### config.mk
export PLATFORM = sky130hd
export DESIGN_NAME = alu_exec_unit
export DESIGN_NICKNAME = d
export VERILOG_FILES = /design/src/rtl/alu_exec_unit.sv
export SDC_FILE = /design/constraint.sdc
export NUM_CORES = 1
export LEC_CHECK = 0
export BUFFER_PORTS_ARGS = -buffer_cell sky130_fd_sc_hd__buf_2
export CORE_MARGIN = 8
export CORE_UTILIZATION = 35
export CTS_CLUSTER_DIAMETER = 40
export CTS_CLUSTER_SIZE = 10
export DETAILED_ROUTE_END_ITERATION = 8
export MAX_ROUTING_LAYER = met4
export PLACE_DENSITY = 0.61
export SYNTH_ARGS = -nofsm -noshare
export SYNTH_HDL_FRONTEND = slang
export SYNTH_SLANG_ARGS = --single-unit
### constraint.sdc
create_clock -name clk -period 4 [get_ports clk]
set_input_delay 0.2 -clock clk [delete_from_list [all_inputs] [get_ports clk]]
set_output_delay 0.2 -clock clk [all_outputs]
set_load 0.01 [all_outputs]
### src/rtl/alu_exec_unit.sv
// alu_exec_unit
//   Execute stage of the multicycle MIPS datapath. Takes the 3-bit AluControl
//   code from the ALU decoder together with two operands and produces a
//   registered result.
//
//   Single-cycle ops : add, sub, and, or, slt (result one edge after accept)
//   Iterative op     : unsigned multiply (shift-add, one multiplier bit per
//                      cycle, result WIDTH edges after accept)
//   Illegal codes    : 100 and 101 produce a zero result with Illegal set.
//
// Ports
//   clk          rising-edge clock
//   reset        synchronous, active-high reset
//   in_valid     AluControl/srcA/srcB valid
//   in_ready     unit can accept an op this cycle
//   AluControl   010 add, 110 sub, 000 and, 001 or, 111 slt, 011 mulu
//   srcA, srcB   operands
//   out_valid    result registers hold a result
//   out_ready    consumer takes the result this cycle
//   AluResult    result (mulu: low word of product)
//   AluResultHi  mulu: high word of product, 0 for other ops
//   Zero         AluResult == 0, registered with the result
//   Illegal      op was an illegal code

module alu_exec_unit #(
  parameter int WIDTH = 32
) (
  input  logic             clk,
  input  logic             reset,
  input  logic             in_valid,
  output logic             in_ready,
  input  logic [2:0]       AluControl,
  input  logic [WIDTH-1:0] srcA,
  input  logic [WIDTH-1:0] srcB,
  output logic             out_valid,
  input  logic             out_ready,
  output logic [WIDTH-1:0] AluResult,
  output logic [WIDTH-1:0] AluResultHi,
  output logic             Zero,
  output logic             Illegal
);

  localparam int CW = $clog2(WIDTH + 1);

  localparam logic [2:0] OP_AND  = 3'b000;
  localparam logic [2:0] OP_OR   = 3'b001;
  localparam logic [2:0] OP_ADD  = 3'b010;
  localparam logic [2:0] OP_MULU = 3'b011;
  localparam logic [2:0] OP_SUB  = 3'b110;
  localparam logic [2:0] OP_SLT  = 3'b111;

  typedef enum logic {
    IDLE,
    MUL
  } state_t;

  state_t               state_q,     state_d;
  logic                 out_valid_q, out_valid_d;
  logic [WIDTH-1:0]     result_q,    result_d;
  logic [WIDTH-1:0]     result_hi_q, result_hi_d;
  logic                 zero_q,      zero_d;
  logic                 illegal_q,   illegal_d;
  logic [2*WIDTH-1:0]   mcand_q,     mcand_d;
  logic [WIDTH-1:0]     mplier_q,    mplier_d;
  logic [2*WIDTH-1:0]   acc_q,       acc_d;
  logic [CW-1:0]        count_q,     count_d;

  logic                 accept;
  logic [WIDTH-1:0]     single_res;
  logic                 single_illegal;
  logic [2*WIDTH-1:0]   mul_sum;

  // The unit only takes a new op from IDLE, and only when the result slot is
  // empty or being drained this very cycle; in_valid plays no part here.
  assign in_ready = (state_q == IDLE) && (!out_valid_q || out_ready);
  assign accept   = in_valid && in_ready;

  assign out_valid   = out_valid_q;
  assign AluResult   = result_q;
  assign AluResultHi = result_hi_q;
  assign Zero        = zero_q;
  assign Illegal     = illegal_q;

  // Single-cycle datapath: every legal non-multiply op is evaluated in
  // parallel from the live operands; the illegal codes give a zero result.
  always_comb begin
    single_res     = '0;
    single_illegal = 1'b0;
    case (AluControl)
      OP_ADD:  single_res = srcA + srcB;
      OP_SUB:  single_res = srcA - srcB;
      OP_AND:  single_res = srcA & srcB;
      OP_OR:   single_res = srcA | srcB;
      OP_SLT:  single_res = ($signed(srcA) < $signed(srcB)) ?
                            {{(WIDTH-1){1'b0}}, 1'b1} : '0;
      OP_MULU: single_res = '0;
      default: single_illegal = 1'b1;
    endcase
  end

  // Shift-add step: the multiplicand is kept pre-shifted to the current
  // multiplier bit, so the partial product is a plain 2*WIDTH add.
  always_comb begin
    mul_sum = acc_q + (mplier_q[0] ? mcand_q : '0);
  end

  // Next-state logic for the FSM and every result/multiplier register. A
  // consumed result always clears out_valid; a new single-cycle accept in the
  // same cycle sets it again, which gives one op per clock when streaming.
  always_comb begin
    state_d     = state_q;
    out_valid_d = out_valid_q;
    result_d    = result_q;
    result_hi_d = result_hi_q;
    zero_d      = zero_q;
    illegal_d   = illegal_q;
    mcand_d     = mcand_q;
    mplier_d    = mplier_q;
    acc_d       = acc_q;
    count_d     = count_q;

    if (out_valid_q && out_ready) begin
      out_valid_d = 1'b0;
    end

    case (state_q)
      IDLE: begin
        if (accept) begin
          if (AluControl == OP_MULU) begin
            state_d  = MUL;
            mcand_d  = {{WIDTH{1'b0}}, srcA};
            mplier_d = srcB;
            acc_d    = '0;
            count_d  = CW'(WIDTH);
          end else begin
            out_valid_d = 1'b1;
            result_d    = single_res;
            result_hi_d = '0;
            zero_d      = (single_res == '0);
            illegal_d   = single_illegal;
          end
        end
      end
      MUL: begin
        acc_d    = mul_sum;
        mcand_d  = {mcand_q[2*WIDTH-2:0], 1'b0};
        mplier_d = {1'b0, mplier_q[WIDTH-1:1]};
        count_d  = count_q - CW'(1);
        if (count_q == CW'(1)) begin
          state_d     = IDLE;
          out_valid_d = 1'b1;
          result_d    = mul_sum[WIDTH-1:0];
          result_hi_d = mul_sum[2*WIDTH-1:WIDTH];
          zero_d      = (mul_sum[WIDTH-1:0] == '0);
          illegal_d   = 1'b0;
        end
      end
      default: begin
        state_d = IDLE;
      end
    endcase
  end

  // State register. Reset wins over everything, including a multiply in
  // progress or a result waiting to be taken.
  always_ff @(posedge clk) begin
    if (reset) begin
      state_q     <= IDLE;
      out_valid_q <= 1'b0;
      result_q    <= '0;
      result_hi_q <= '0;
      zero_q      <= 1'b0;
      illegal_q   <= 1'b0;
      mcand_q     <= '0;
      mplier_q    <= '0;
      acc_q       <= '0;
      count_q     <= '0;
    end else begin
      state_q     <= state_d;
      out_valid_q <= out_valid_d;
      result_q    <= result_d;
      result_hi_q <= result_hi_d;
      zero_q      <= zero_d;
      illegal_q   <= illegal_d;
      mcand_q     <= mcand_d;
      mplier_q    <= mplier_d;
      acc_q       <= acc_d;
      count_q     <= count_d;
    end
  end

endmodule

==> out/metrics.csv, run 1 <==
stage;metric;value;unit
yosys;Yosys top cell by area;dfxtp_1;
route;remaining antenna violation count;0;
yosys;Cell variety after synth;91;
yosys;post-synthesis adder-cell area fraction;0.121;
setup_path;Top delay family on crit path;simple AND/OR/NAND/NOR gates;
floorplan;Ports;139;
finish;Antenna Cells;0;
clock_tree;H-tree depth;2;
place;cell area after placement;21700;sq um
floorplan;die area;61100;sq um
route;Iter 0 DRT Violations;1542;
grt;vias in the first global route;20224;
place;pre-CTS WS;-293;ps
yosys;Post-synth EDFFs;0;
route;detailed-route via count;20406;
yosys;simple-gate share of the synthesized area;0.229;
worst_hold_path;min-delay worst type;input port to flip-flop;
floorplan;Die W;247;um
run;max-cap violation count;0;
floorplan;Core ar.;52700;sq um
floorplan;chip height;247;um
clock_tree;clk_lat worst skew;610;ps
clock_tree;Max clock buf depth;3;
route;drt drc;0;
yosys;ys async rst share;0;
pwr;total power;8.38;mW
finish;Layout Cells excl Fill;3599;
sta;Clock Skew;36.2;ps
clock_tree;clock sinks;234;
setup_path;data arrival time of the worst path;4390;ps
finish;Core Util, Final;0.460;
setup_path;CP required;4500;ps
sta;Final period util;0.972;
route;Routed Wire Length;72800;um
clock_tree;TritonCTS Buffers;50;
setup_path;CP peak stage delay;520;ps
route;Via density;5.67;
setup_path;CP cell instances;dlygate4sd3_1 > buf_2 > inv_1 > ha_1 > or3_4 > nor4_1 > buf_4 > a21oi_2 > buf_4 > a21oi_2 > or2_1 > a21oi_1 > or3_1 > or4_1 > or4_1 > o41ai_2;
setup_path;crit path max fanout;5;
route;routed len/inst;20.2;um
floorplan;initial core utilization;0.355;
yosys;post-synthesis sequential area ratio;0.250;
setup_path;CP Class;input port to flip-flop;
setup_path;CP endpoint kind;flip-flop;
place;Post-DP HPWL;55400;um
finish;Nets;3120;
setup_path;Crit-path slowest cell;dlygate4sd3_1;
yosys;YS warnings;0;
yosys;Compound-Gate Fraction of Synth Area;0.297;
setup_path;startpoint types;input port;
yosys;top_reg_cell synth;dfxtp_1;
pwr;P_leak;10.8;nW
clock_tree;CTS tree;built;
sta;Rel. slew slack;0.300;
place;GPL Wtd Cong;0.970;
sta;Max Slew Vio Count;0;
sta;setup TNS;0;ps
yosys;largest family of logic cells by synthesized area;compound AO/OA/AOI/OAI gates;
route;DRT Pass-1 Iters;5;
sta;Setup-failing EPs final;0;
pwr;worst vdd ir;0.307;mV
sta;hold slack;44.3;ps
finish;P&R area growth vs syn;29.5;%
grt;pin count of the biggest net entering global routing;82;
finish;cell area after layout;24200;sq um
run_status;status;finished, final reports clean;
yosys;most frequent cell after synthesis;a21oi_1;
yosys;synthesized area per cell;7.37;sq um
yosys;syn_nets;2790;
yosys;cell count after synthesis;2540;
setup_path;Worst Path Buf+Inv;5;
clock_tree;Reg clk slew, reported paths;50;ps
clock_tree;CTS Root Cell;clkbuf_16;
grt;first-pass GRT wire length;113000;um
yosys;top cells by area, synth;dfxtp_1 25%, ha_1 12%, a21oi_1 8.8%;
yosys;mux contribution to synthesized area;0.0135;
sta;Max Freq;0.257;GHz
sta;Final Hold Fails;0;
grt;initial antenna violation count;0;
place;PortBufs;138;
pwr;Power Dens Cells;346;nW/um^2
sta;worst slew pin tran;1050;ps
grt;total gr overflow;0;
floorplan;placement row count;84;
yosys;most frequent cells after synthesis;328 x a21oi_1, 268 x nand2_1, 237 x nor2_1;
grt;gr usage total;0.236;
sta;Final WS setup;113;ps
place;placed cell count;3466;
yosys;share of the synthesized area in the top cell type;0.250;
yosys;register bit total from synthesis;234;
yosys;xor and xnor area share after synthesis;0.0298;
sta;minimum clock period;3890;ps
finish;proportion of layout cells with a drive suffix above 1;0.205;
yosys;Cell Area, Synth;18700;sq um
final timing paths:
path	startpoint	end	slack, ps	cells after the start
worst min-delay path	srcB[6]	mplier_q[6]	40	4
worst max register to register	mplier_q[0]	Zero	130	15
worst min register to register	AluResultHi[4]	AluResultHi[4]	450	2
worst max-delay path	srcB[10]	Zero	110	16
report_power, final:
group | leakage (nW) | internal (mW) | switching, mW
Clock | 0.862 | 2.91 | 1.57
Sequential | 1.89 | 2.38 | 0.0302
Combinational | 8.00 | 0.583 | 0.914
Total | 10.8 | 5.87 | 2.52
cells in the final DEF (no fill, tap or decap), drive strengths merged, types with 9 or more instances in the layout:
master       count
o211ai          32
a21oi          331
nor2           237
nor2b           11
clkbuf          53
o21bai          19
a221oi           9
dlygate4sd3     35
and2            80
ha             176
mux2i           23
a31oi           29
a211o            9
and3            55
or4             12
nand4           35
nor4            23
a21o            56
a22o            13
nand2          268
buf            409
clkinvlp        10
dfxtp          234
o31ai           19
or2             14
inv            137
or3             19
a211oi          28
a2111oi         10
o22ai            9
nand3           56
clkinv          10
a22oi           83
xor2            25
nand2b          14
o21ai          106
nor3            45
xnor2           36
o21a            13
sequential cells by signal (all words and copies together) (netlist names):
register	cells
AluResult	32
AluResultHi	32
Illegal	1
Zero	1
acc_q	64
count_q	6
mcand_q	64
mplier_q	32
out_valid	1
state_q	1
kinds of logic after synthesis:
group,count (synthesis)
AO/OA/AOI/OAI,857
XOR/XNOR,62
flip-flops,234
AND/OR/NAND/NOR,892
buffers and inverters,291
adder cells (fa/ha/maj),179
multiplexers,25
layout make-up:
cell class	instances	area [sq um]
Inverter	125	469
Clock inverter	40	554
Tap cell	688	861
Multi-Input combinational cell	2015	13300
Clock buffer	53	1280
Sequential cell	234	4690
Timing Repair Buffer	444	3110
Fill cell	5277	28400
worst reg2reg max path, delay by kind of cell, from the launching register on:
family,cells,cell delay [ps]
buffers and inverters,1,140
flip-flops,1,380
adder cells (fa/ha/maj),2,560
XOR/XNOR,1,150
AO/OA/AOI/OAI,6,1100
AND/OR/NAND/NOR,5,1450
routing by layer:
| layer | part of all wire | up-vias | track usage |
|---|---|---|---|
| met5 | 0 | - | - |
| met4 | 0.029 | 0 | 0.0742 |
| met3 | 0.052 | 142 | 0.0252 |
| met2 | 0.47 | 660 | 0.391 |
| met1 | 0.45 | 9729 | 0.301 |
| li1 | - | 9875 | - |
repair_timing:
action | CTS | global route
pin swaps | 1 | 13
hold buffers | 35 | 0
endpoints found under the setup margin | 13 | 22
hold endpoints to repair | 35 | 0
resized for setup | 13 | 61
cloned | 0 | 0
setup buffers | 0 | 5
Note: power is estimated with default switching activity, not from simulation.
==> run 2: changes to the inputs <==
Settings changed: CORE_UTILIZATION 35 to 55, CTS_CLUSTER_SIZE 10 to unset, PLACE_DENSITY 0.61 to 0.82.
Clock period 4 ns to 3.7 ns, I/O delays scaled along.
==> out/metrics.csv, run 2 (synthesis results as in run 1) <==
stage;metric;value;unit
run_status;status;finished, violations left;
run_status;failing checks;setup timing;
route;Routed Wire Length;73100;um
place;GPL Wtd Cong;0.988;
pwr;clock share of power;0.462;
pwr;Switch Pwr;2.40;mW
sta;Clock Skew;28.8;ps
route;Top Layer Used;met4;
floorplan;chip height;200;um
setup_path;Worst Path Buf+Inv;1;
route;Iter 0 DRT Violations;2166;
grt;vias in the first global route;21172;
clock_tree;H-tree depth;2;
sta;Setup-failing EPs final;8;
finish;Antenna Cells;0;
sta;Final WS setup;-141;ps
finish;Core Util, Final;0.736;
place;Post-DP HPWL;53600;um
sta;hold slack;14.0;ps
floorplan;Die W;200;um
route;met1 wire length;30100;um
sta;Final period util;1.04;
grt;gr usage total;0.347;
finish;cell area after layout;24700;sq um
sta;Max Slew Vio Count;0;
grt;first-pass GRT wire length;112000;um
pwr;Power Dens Cells;322;nW/um^2
finish;commonest cells after routing, fill and taps aside;425 x buf_4, 319 x a21oi_1, 265 x nand2_1;
pwr;worst vdd ir;0.415;mV
sta;RSZ-0062 raised after global routing;yes;
setup_path;CP peak stage delay;560;ps
floorplan;die area;40200;sq um
clock_tree;CTS tree;built;
setup_path;Crit-path slowest cell;or4bb_4;
grt;total gr overflow;0;
setup_path;crit path max fanout;7;
setup_path;Top delay family on crit path;simple AND/OR/NAND/NOR gates;
clock_tree;clk_lat worst skew;560;ps
route;met2 routed wirelength;34200;um
route;detailed-route via count;21648;
finish;fill count;2599;
clock_tree;CTS Root Cell;clkbuf_16;
run;max-cap violation count;0;
pwr;share of total power in sequential cells;0.328;
floorplan;initial core utilization;0.558;
route;remaining antenna violation count;0;
floorplan;Ports;139;
setup_path;startpoint types;flip-flop;
sta;minimum clock period;3840;ps
sta;Final Hold Fails;0;
route;wire length on met3;5500;um
route;routed len/inst;21.0;um
clock_tree;TritonCTS Buffers;40;
pwr;P_leak;11.3;nW
finish;Seq. cell area;4690;sq um
pwr;Int Pwr;5.53;mW
floorplan;placement row count;67;
finish;most common cell after layout, fill and taps aside;buf_4;
setup_path;register-to-register setup slack;-140;ps
pwr;total power;7.93;mW
pwr;switch share;0.303;
finish;largest registers;acc_q (64), mcand_q (64);
floorplan;Core ar.;33500;sq um
route;Via density;6.23;
sta;worst slew pin tran;964;ps
worst_hold_path;min-delay worst type;input port to flip-flop;
setup_path;CP Class;flip-flop to flip-flop;
sta;Max Freq;0.260;GHz
clock_tree;Max clock buf depth;3;
finish;Layout Cells excl Fill;3477;
setup_path;CP cell instances;and2_1 > ha_4 > a21o_1 > a211oi_4 > a211oi_2 > buf_4 > o211a_1 > or2_2 > xor2_1 > or4bb_4 > nor4_4 > nand4b_1 > a21o_1 > o41ai_2;
setup_path;CP required;4140;ps
place;PortBufs;138;
sta;setup TNS;-398;ps
clock_tree;clock sinks;234;
place;cell area after placement;22500;sq um
setup_path;CP endpoint kind;flip-flop;
route;drt drc;0;
pwr;Logic pwr share;0.210;
grt;initial antenna violation count;0;
finish;proportion of layout cells with a drive suffix above 1;0.253;
setup_path;Worst path most repeated cell;a21o_1;
place;pre-CTS WS;-513;ps
clock_tree;Reg clk slew, reported paths;50;ps
place;placed cell count;3373;
setup_path;data arrival time of the worst path;4280;ps
grt;pin count of the biggest net entering global routing;197;
finish;Nets;3249;
sta;Rel. slew slack;0.357;
route;DRT Pass-1 Iters;6;
finish;P&R area growth vs syn;31.9;%
finish;multi-input logic area;13500;sq um
==> run 2: final timing paths <==
check / endpoint / from / depth (start not counted)
setup / recovery: Zero / mplier_q[0] / 14
hold / removal: mplier_q[23] / srcB[23] / 3
setup reg to reg: Zero / mplier_q[0] / 14
hold reg to reg: AluResultHi[5] / AluResultHi[5] / 2
==> run 2: repair_timing <==
| item | 4_1_cts | 5_1_grt |
|---|---|---|
| endpoints found under the setup margin | 29 | 35 |
| hold buffers | 13 | 0 |
| gates cloned | 0 | 1 |
| resized for setup | 50 | 74 |
| pin swaps | 19 | 45 |
| setup buffers | 5 | 15 |
| endpoints found under the hold margin | 13 | 0 |
==> run 2: layout make-up <==
class                      instances  share of cell area
inverter                         125              0.0190
sequential                       234               0.190
clock buffer                      48              0.0430
timing repair buffer             583               0.167
clock inverter                    24              0.0108
multi-input combinational       2015               0.547
tap                              448              0.0227
==> run 2: power by group through the flow <==
stage | clock network (mW) | logic, mW | registers, mW
6_report | 3.66 | 1.67 | 2.60
3_5_place_dp | 0 | 1.60 | 2.65
2_1_floorplan | 0 | 0.844 | 2.66
4_1_cts | 3.70 | 1.62 | 2.60
5_1_grt | 3.79 | 1.79 | 2.60
3_3_place_gp | 0 | 1.58 | 2.65
==> run 2: worst min-delay path, stage by stage <==
cell and delay [ps]:
buf_2 120, a22oi_1 70, a21oi_1 140
==> run 2: routing by layer <==
layer	vias up	GRT usage
met5	-	-
met4	0	0.153
met3	240	0.0462
met2	1057	0.571
met1	10226	0.422
li1	10125	-
